$ cat config.mk
export PLATFORM = sky130hd
export DESIGN_NAME = neuron_acc
export DESIGN_NICKNAME = d
export VERILOG_FILES = /design/src/rtl/neuron_pkg.sv /design/src/rtl/neuron_acc_fxp_mul.sv /design/src/rtl/neuron_acc.sv
export SDC_FILE = /design/constraint.sdc
export NUM_CORES = 2
export LEC_CHECK = 0
export BUFFER_PORTS_ARGS = -buffer_cell sky130_fd_sc_hd__buf_2
export CORE_MARGIN = 2
export CORE_UTILIZATION = 40
export CTS_CLUSTER_SIZE = 12
export DETAILED_ROUTE_END_ITERATION = 8
export GPL_TIMING_DRIVEN = 0
export PLACE_DENSITY = 0.66
export SKIP_CTS_REPAIR_TIMING = 1
export SYNTH_ARGS = -nofsm -noshare
export SYNTH_HDL_FRONTEND = slang
export SYNTH_SLANG_ARGS = --single-unit
$ cat constraint.sdc
create_clock -name clk -period 25.4 [get_ports clk]
set_input_delay 5.08 -clock clk [delete_from_list [all_inputs] [get_ports clk]]
set_output_delay 5.08 -clock clk [all_outputs]
set_load 0.05 [all_outputs]
$ cat src/rtl/neuron_pkg.sv
`default_nettype none
// +--------------------------------------------------------------------+
// | neuron_pkg : shared FSM state type and Q8.23 constants for the     |
// |              neuron accumulator and its fixed-point multiplier.    |
// | Revision   : 1.0                                                   |
// +--------------------------------------------------------------------+
package neuron_pkg;

  typedef enum logic [1:0] {
    ST_IDLE = 2'd0,
    ST_ACC  = 2'd1,
    ST_BIAS = 2'd2,
    ST_DONE = 2'd3
  } state_t;

  localparam int unsigned FRAC_Q    = 23;
  localparam logic [31:0] ONE_Q     = 32'h0080_0000;
  localparam logic [31:0] SAT_MAX_Q = 32'h7FFF_FFFF;
  localparam logic [31:0] SAT_MIN_Q = 32'h8000_0000;

endpackage
`default_nettype wire

$ cat src/rtl/neuron_acc_fxp_mul.sv
`default_nettype none
// +--------------------------------------------------------------------+
// | fxp_mul : combinational signed DWIDTH x DWIDTH multiply, full      |
// |           2*DWIDTH product arithmetically shifted right by FRAC.   |
// | Revision: 1.0                                                      |
// +--------------------------------------------------------------------+
module fxp_mul #(
  parameter int DWIDTH = 32,
  parameter int FRAC   = 23
) (
  input  logic signed [DWIDTH-1:0]   a_i,
  input  logic signed [DWIDTH-1:0]   b_i,
  output logic signed [2*DWIDTH-1:0] p_o
);

  logic signed [2*DWIDTH-1:0] a_ext_w;
  logic signed [2*DWIDTH-1:0] b_ext_w;
  logic signed [2*DWIDTH-1:0] prod_w;

  always_comb begin
    a_ext_w = $signed({{DWIDTH{a_i[DWIDTH-1]}}, a_i});
    b_ext_w = $signed({{DWIDTH{b_i[DWIDTH-1]}}, b_i});
    prod_w  = a_ext_w * b_ext_w;
    // Arithmetic shift floors toward minus infinity.
    p_o     = prod_w >>> FRAC;
  end

endmodule
`default_nettype wire

$ cat src/rtl/neuron_acc.sv
`default_nettype none
// +--------------------------------------------------------------------+
// | neuron_acc : multiply-accumulate of IWIDTH Q8.23 pairs plus bias,  |
// |              result returned through a valid/ready handshake.      |
// | Build macro: NEURON_ACC_SAT_EN (saturating result, else wrapping)  |
// | Revision   : 1.0                                                   |
// +--------------------------------------------------------------------+
module neuron_acc
  import neuron_pkg::*;
#(
  parameter int DWIDTH = 32,
  parameter int FRAC   = FRAC_Q,
  parameter int IWIDTH = 64,
  parameter int GUARD  = 8
) (
  input  logic              clk,
  input  logic              rst,
  input  logic              start,
  input  logic [DWIDTH-1:0] bias,
  input  logic              in_valid,
  output logic              in_ready,
  input  logic [DWIDTH-1:0] k_in,
  input  logic [DWIDTH-1:0] w_in,
  output logic              out_valid,
  input  logic              out_ready,
  output logic [DWIDTH-1:0] sum_out,
  output logic              busy
);

  localparam int ACCW = DWIDTH + GUARD;
  localparam int CNTW = (IWIDTH > 1) ? $clog2(IWIDTH) : 1;
  localparam logic [CNTW-1:0] CNT_LAST = CNTW'(IWIDTH - 1);

  state_t                   state_q, state_d;
  logic signed [ACCW-1:0]   acc_q, acc_d;
  logic [CNTW-1:0]          cnt_q, cnt_d;
  logic signed [DWIDTH-1:0] bias_q, bias_d;
  logic [DWIDTH-1:0]        sum_q, sum_d;

  logic signed [2*DWIDTH-1:0] prod_w;
  logic signed [ACCW-1:0]     biased_w;
  logic [DWIDTH-1:0]          clip_w;

  fxp_mul #(
    .DWIDTH (DWIDTH),
    .FRAC   (FRAC)
  ) u_mul (
    .a_i (k_in),
    .b_i (w_in),
    .p_o (prod_w)
  );

  assign biased_w = acc_q + ACCW'(bias_q);

`ifdef NEURON_ACC_SAT_EN
  localparam logic signed [ACCW-1:0] SAT_HI = (ACCW'(1) <<< (DWIDTH - 1)) - ACCW'(1);
  localparam logic signed [ACCW-1:0] SAT_LO = ~SAT_HI;

  always_comb begin
    clip_w = biased_w[DWIDTH-1:0];
    if (biased_w > SAT_HI) begin
      clip_w = SAT_HI[DWIDTH-1:0];
    end else if (biased_w < SAT_LO) begin
      clip_w = SAT_LO[DWIDTH-1:0];
    end
  end
`else
  assign clip_w = biased_w[DWIDTH-1:0];
`endif

  always_ff @(posedge clk) begin
    if (rst) begin
      state_q <= ST_IDLE;
      acc_q   <= '0;
      cnt_q   <= '0;
      bias_q  <= '0;
      sum_q   <= '0;
    end else begin
      state_q <= state_d;
      acc_q   <= acc_d;
      cnt_q   <= cnt_d;
      bias_q  <= bias_d;
      sum_q   <= sum_d;
    end
  end

  always_comb begin
    state_d = state_q;
    acc_d   = acc_q;
    cnt_d   = cnt_q;
    bias_d  = bias_q;
    sum_d   = sum_q;
    unique case (state_q)
      ST_IDLE: begin
        if (start) begin
          acc_d   = '0;
          cnt_d   = '0;
          bias_d  = bias;
          state_d = ST_ACC;
        end
      end
      ST_ACC: begin
        if (in_valid) begin
          // Product truncated to accumulator width; in-range inputs never lose sign here.
          acc_d = acc_q + ACCW'(prod_w);
          cnt_d = cnt_q + 1'b1;
          if (cnt_q == CNT_LAST) begin
            state_d = ST_BIAS;
          end
        end
      end
      ST_BIAS: begin
        acc_d   = biased_w;
        sum_d   = clip_w;
        state_d = ST_DONE;
      end
      ST_DONE: begin
        if (out_ready) begin
          state_d = ST_IDLE;
        end
      end
      default: state_d = ST_IDLE;
    endcase
  end

  always_comb begin
    in_ready  = (state_q == ST_ACC);
    out_valid = (state_q == ST_DONE);
    busy      = (state_q != ST_IDLE);
    sum_out   = sum_q;
  end

endmodule
`default_nettype wire

# --- Word-level counts from Yosys, hierarchy flattened ---
# Index checks and enable logic that the tools add are counted.
totals:
  output_inout_bits: 35
  input_bits: 101
  ram_bits: 0
  elab_cells: 36
  latchBits: 0
  n_memories: 0
  reg_bits: 112
  rom_bits: 0
op_classes:
  order_cmp: 0
  n_bitwise: 0
  multipliers: 1
  shifts: 0
  n_mux: 11
  reduce_logical: 8
  add_sub_neg: 3
  eq_ne: 8
  div: 0
ops:
  columns: ["operator", "n"]
  rows:
  - ["one-hot mux 40 bit (3 select lines)", 1]
  - ["two-way mux 40 bit", 2]
  - ["multiplier 32 x 32 -> 63 bit", 1]
  - ["adder 40 x 32 -> 40 bit", 1]
  - ["adder 40 bit", 1]
  - ["two-way mux 6 bit", 2]
  - ["one-hot mux 6 bit (2 select lines)", 1]
  - ["two-way mux 2 bit", 4]
  - ["one-hot mux 2 bit (4 select lines)", 1]
  - ["adder 6 x 1 -> 6 bit, second input constant", 1]
  - ["== test 6 bit, second input constant", 1]
  - ["AND reduction 3 bit", 2]
  - ["== test 2 bit, second input constant", 2]
  - ["!= test 2 x 1 -> 1 bit, second input constant", 2]
  - ["!= test 2 bit, second input constant", 2]
  - ["AND reduction 4 bit", 1]
  - ["nonzero test 2 bit", 2]
  - ["nonzero test 3 bit", 1]
  - ["== test 2 x 1 -> 1 bit, second input constant", 1]
  - ["logical NOT 2 bit", 1]
  - ["AND reduction 2 bit", 1]

# --- Longest topological paths before layout ---
depth:
  word_depth: 4
  mapped_depth: 41
  ltp_nobuf: 39

# --- By module ---
# Synthesis repeated with hierarchy kept, for this count alone.
unflattened:
  cells_unflattened: 4717
  area_unflattened_um2: 42943.7
modules_own_cells:
  columns: ["module", "n_inst", "cells_per_inst", "seq_area_each_um2", "area_each_um2"]
  rows:
  - ["fxp_mul", 1, 3805, 0.0, 35714.3]
  - ["neuron_acc", 1, 912, 2082.0, 7229.4]

# --- Least setup slack after synthesis ---
# No wires, ideal clock.
synth_timing:
  path_kind: "input to register"
  start: "input w_in[2]"
  end: "register acc_q[25]"
  stages: 36
  slack_ns: 11.732
  setup_time_ns: 0.128
  required_ns: 25.272
  arrival_time_ns: 13.540
  path_buffers: 1
  cell_sequence: "clkbuf_1 and2_1 fa_1 fa_1 inv_1 fa_1 fa_1 inv_1 fa_1 inv_1 fa_1 inv_1 fa_1 fa_1 ha_1 a21o_1 a21o_1 a211oi_2 o2111ai_1 a31oi_1 nor2b_1 o21a_1 nor2_1 xnor2_1 ha_1 o21ai_0 nor4_1 o41a_1 o211ai_1 nand2_1 nand3_1 nand2_1 a221oi_2 xnor2_1 a222oi_1 nor2_1"
synth_via:
  elab_chain_cells: 4
synth_rtl:
  columns: ["item", "line_no", "source"]
  rows:
  - ["start: declaration", "neuron_acc.sv:23", "input logic [DWIDTH-1:0] w_in,"]
  - ["multiplier 32 x 32 -> 63 bit", "neuron_acc_fxp_mul.sv:23", "prod_w = a_ext_w * b_ext_w;"]
  - ["adder 40 bit", "neuron_acc.sv:105", "acc_d = acc_q + ACCW'(prod_w);"]
  - ["two-way mux 40 bit", "neuron_acc.sv:103", "if (in_valid) begin"]
  - ["one-hot mux 40 bit (3 select lines)", "neuron_acc.sv:93", "unique case (state_q)"]
  - ["end signal: assignment", "neuron_acc.sv:74", "acc_q <= '0;"]
  - ["end signal: assignment", "neuron_acc.sv:80", "acc_q <= acc_d;"]
  - ["end: declaration", "neuron_acc.sv:35", "logic signed [ACCW-1:0] acc_q, acc_d;"]
# Every way passes these cells. The select of a mux whose other input is x is not followed.
# A chain may end at the register's enable or synchronous reset.

# --- Worst setup path after layout ---
layout_timing:
  start: "input w_in[3]"
  end: "register acc_q[31]"
# Same word-level chain as after synthesis.

==> metrics.cfg <==
[run_status]
run_status=finished clean

[place]
io_buffer_count=132
hpwl_um=112000
place_congestion=1.01

[synth]
ys_seq_area_frac=0.0535
post_synth_and_or_nand_nor_area_fraction=0.174
synth_xor_area_frac=0.0257
synth_top_family_by_area=adder cells
post_synth_mux_area_share=0.00309
synth.distinct_cells=73
synth-compound-area-share=0.0608
synth_area_in_adders=0.575
yosys.area.top_type=fa_1
synthesis.instances=4309
synth_top_cells_by_count=969 x fa_1, 894 x inv_1, 642 x nand2_1
postSynthRegisterBits=104
syn_avg_cell_area_sq_um=9.03
synth_area_leaders=fa_1 50%, inv_1 8.6%, ha_1 7.7%, and2_1 7.6%, nand2_1 6.2%
synthesis.nets=5617
synth_top_flop_cell=dfxtp_1
synth-async-reset-ratio=0
synth_top_area_share=0.499
yosys_warnings=0
yosys.cell_count.top_type=fa_1
synth.cell_area_sq_mm=0.0389
synth_edf_count=0

[timing]
finalHoldViolCount=0
skew_ns=0.00717
slew_limit_headroom=0.197
finalSetupViolations=0
post-route-min-period_ns=16.15
fmax_mhz=61.9
tightest_slew_ns=1.20
final_max_slew_viol_count=0
tns_ns=0
fin_crit_sh=0.636
setup_repair_after_global_routing_missed_its_margin=no

[worst_setup_path]
cp.arrival_ns=16.36
critical_path.startpoint_type=input port
timing.setup.critical_path_class=in2reg
reg2reg_setup_slack_ns=21.66
timing.critical_path.slowest_cell_delay_ns=0.99
r2r_end=acc_q[30]
cell_type_of_the_slowest_stage_on_the_worst_timing_path=o2111ai_1
cp_max_fo=10
worstSetupEndpointType=register
worst_ep_required_time_ns=25.61
crit_top_cell=fa_1
r2r.worst_path.cells=14
worstReg2RegStart=acc_q[0]

[die]
floorplan.initialDensity=0.403
dieWidth_um=316
row_count=114
core_sq_mm=0.0966
top_level_ports=136
die_h_um=316
die_area_sq_mm=0.0998

[drt]
drt_drc_violations_left=0
first_pass_iters=5
drt-vias-per-instance=5.21
vias=29887
drt-wirelength-per-cell_um=22.2
wirelength_um=127000
detailedRoute.firstIterationViolations=2209
detail-route-antenna-nets=0

[grt]
antenna_found_initial=16
global_route.usage.total=0.264
global_route_wire_length_before_repair_um=196000
number_of_global_route_vias_before_repair=31844
grt_max_degree=18
overflow=0

[job]
max-cap-violations=0

[clock_network]
cts.sink_count=104
clk_pin_slew_worst_paths_ns=0.07
clockBufferDepth=2
clock_tree_from_tritoncts=built
worstSkewPairLatency_ns=0.36
cts_htree_levels=3
root_buffer=clkbuf_16
cts_inserted_buffers=9

[cells_and_area]
finalNetCount=5760
drive_above_1_share=0.0375
syn2layout_area_growth_pct=6.81

[hold_path]
holdPathEnd=bias_q[27]
worst_hold_startpoint=bias_q[27]
worstHoldPathType=reg2reg
count_of_cells_along_the_worst_hold_path=2

critical path, delay by kind of cell:
family / cells / cell delay, ns
adder cells (fa/ha/maj): 10 / 4.55
AO/OA/AOI/OAI: 12 / 3.75
buffers and inverters: 6 / 1.38
AND/OR/NAND/NOR: 6 / 1.03
XOR/XNOR: 3 / 0.54
sequential cells by signal, indices dropped and copies added, names as in the netlist:
signal,count
acc_q,32
bias_q,32
cnt_q,6
state_q,2
sum_out,32
per-stage QoR:
stage / area, sq um / utilization / cells / hold slack [ns] / setup slack, ns
2_1_floorplan: 38900 / - / 4309 / 0.440 / 11.73
3_3_place_gp: 41200 / 0.426 / 5717 / 0.449 / 9.02
3_5_place_dp: 41200 / 0.426 / 5717 / 0.456 / 8.89
4_1_cts: 41500 / 0.430 / 5733 / 0.466 / 9.25
5_1_grt: 41500 / 0.430 / 5735 / 0.485 / 8.76
6_report: 41600 / 0.430 / 5738 / 0.462 / 9.25
worst max-delay path by stage:
stage	startpoint	end	slack, ns	cells past startpoint
2_1_floorplan	w_in[2]	acc_q[25]	11.73	36
3_3_place_gp	w_in[3]	acc_q[31]	9.02	37
6_report	w_in[3]	acc_q[31]	9.25	37
4_1_cts	w_in[3]	acc_q[31]	9.25	37
5_1_grt	w_in[3]	acc_q[30]	8.76	37
3_5_place_dp	w_in[3]	acc_q[31]	8.89	37
layer usage:
metal	global-route usage	vias to the layer above	share of wire
met3	0.0490	292	0.088
li1	-	13071	-
met4	0.123	14	0.056
met1	0.347	15201	0.40
met2	0.424	1309	0.45
met5	0	-	0.00070
cell usage in the layout, fill, tap and decap left out, types with 4 or more instances in the layout:
master,Yosys,routed
nor3_1,22,22
a311oi_1,4,4
and2_1,472,472
nand3b_1,4,4
a21o_1,37,37
and3_1,6,6
xor2_1,37,37
o21ai_0,50,50
nor2_1,96,96
a22oi_1,7,7
nand2_1,642,642
nand3_1,29,29
o41ai_1,4,4
clkbuf_1,218,218
o31ai_1,7,7
o22ai_1,5,5
o211ai_1,7,7
buf_2,0,132
nand2b_1,53,53
a211oi_1,12,12
ha_1,238,238
buf_1,6,6
bufinv_16,0,4
nor4_1,4,4
fa_1,969,969
nand4_1,11,11
a21oi_1,159,159
inv_1,894,894
dfxtp_1,104,104
o21a_1,16,16
mux2i_1,12,12
a31oi_1,9,9
clkbuf_16,0,9
diode_2,0,5
or3_1,8,8
o21bai_1,8,8
xnor2_1,77,77
nor2b_1,21,21
cell type report:
class                      count  area, sq um
fill                        9574        55000
multi-input combinational   3085        32600
inverter                     895         3360
sequential                   104         2080
tap                         1276         1600
buffer                       225          846
timing repair buffer         132          661
clock buffer                  10          239
clock inverter                 6          139
antenna                        5         12.5
kinds of logic after synthesis:
family	Yosys count
mux	12
fa+ha+maj	1207
buf+inv	1120
simple gates	1381
flops	104
compound gates	371
xor+xnor	114
Power is not shown: default switching activity piles up to over one toggle a cycle in this logic, so the estimate is an artifact.
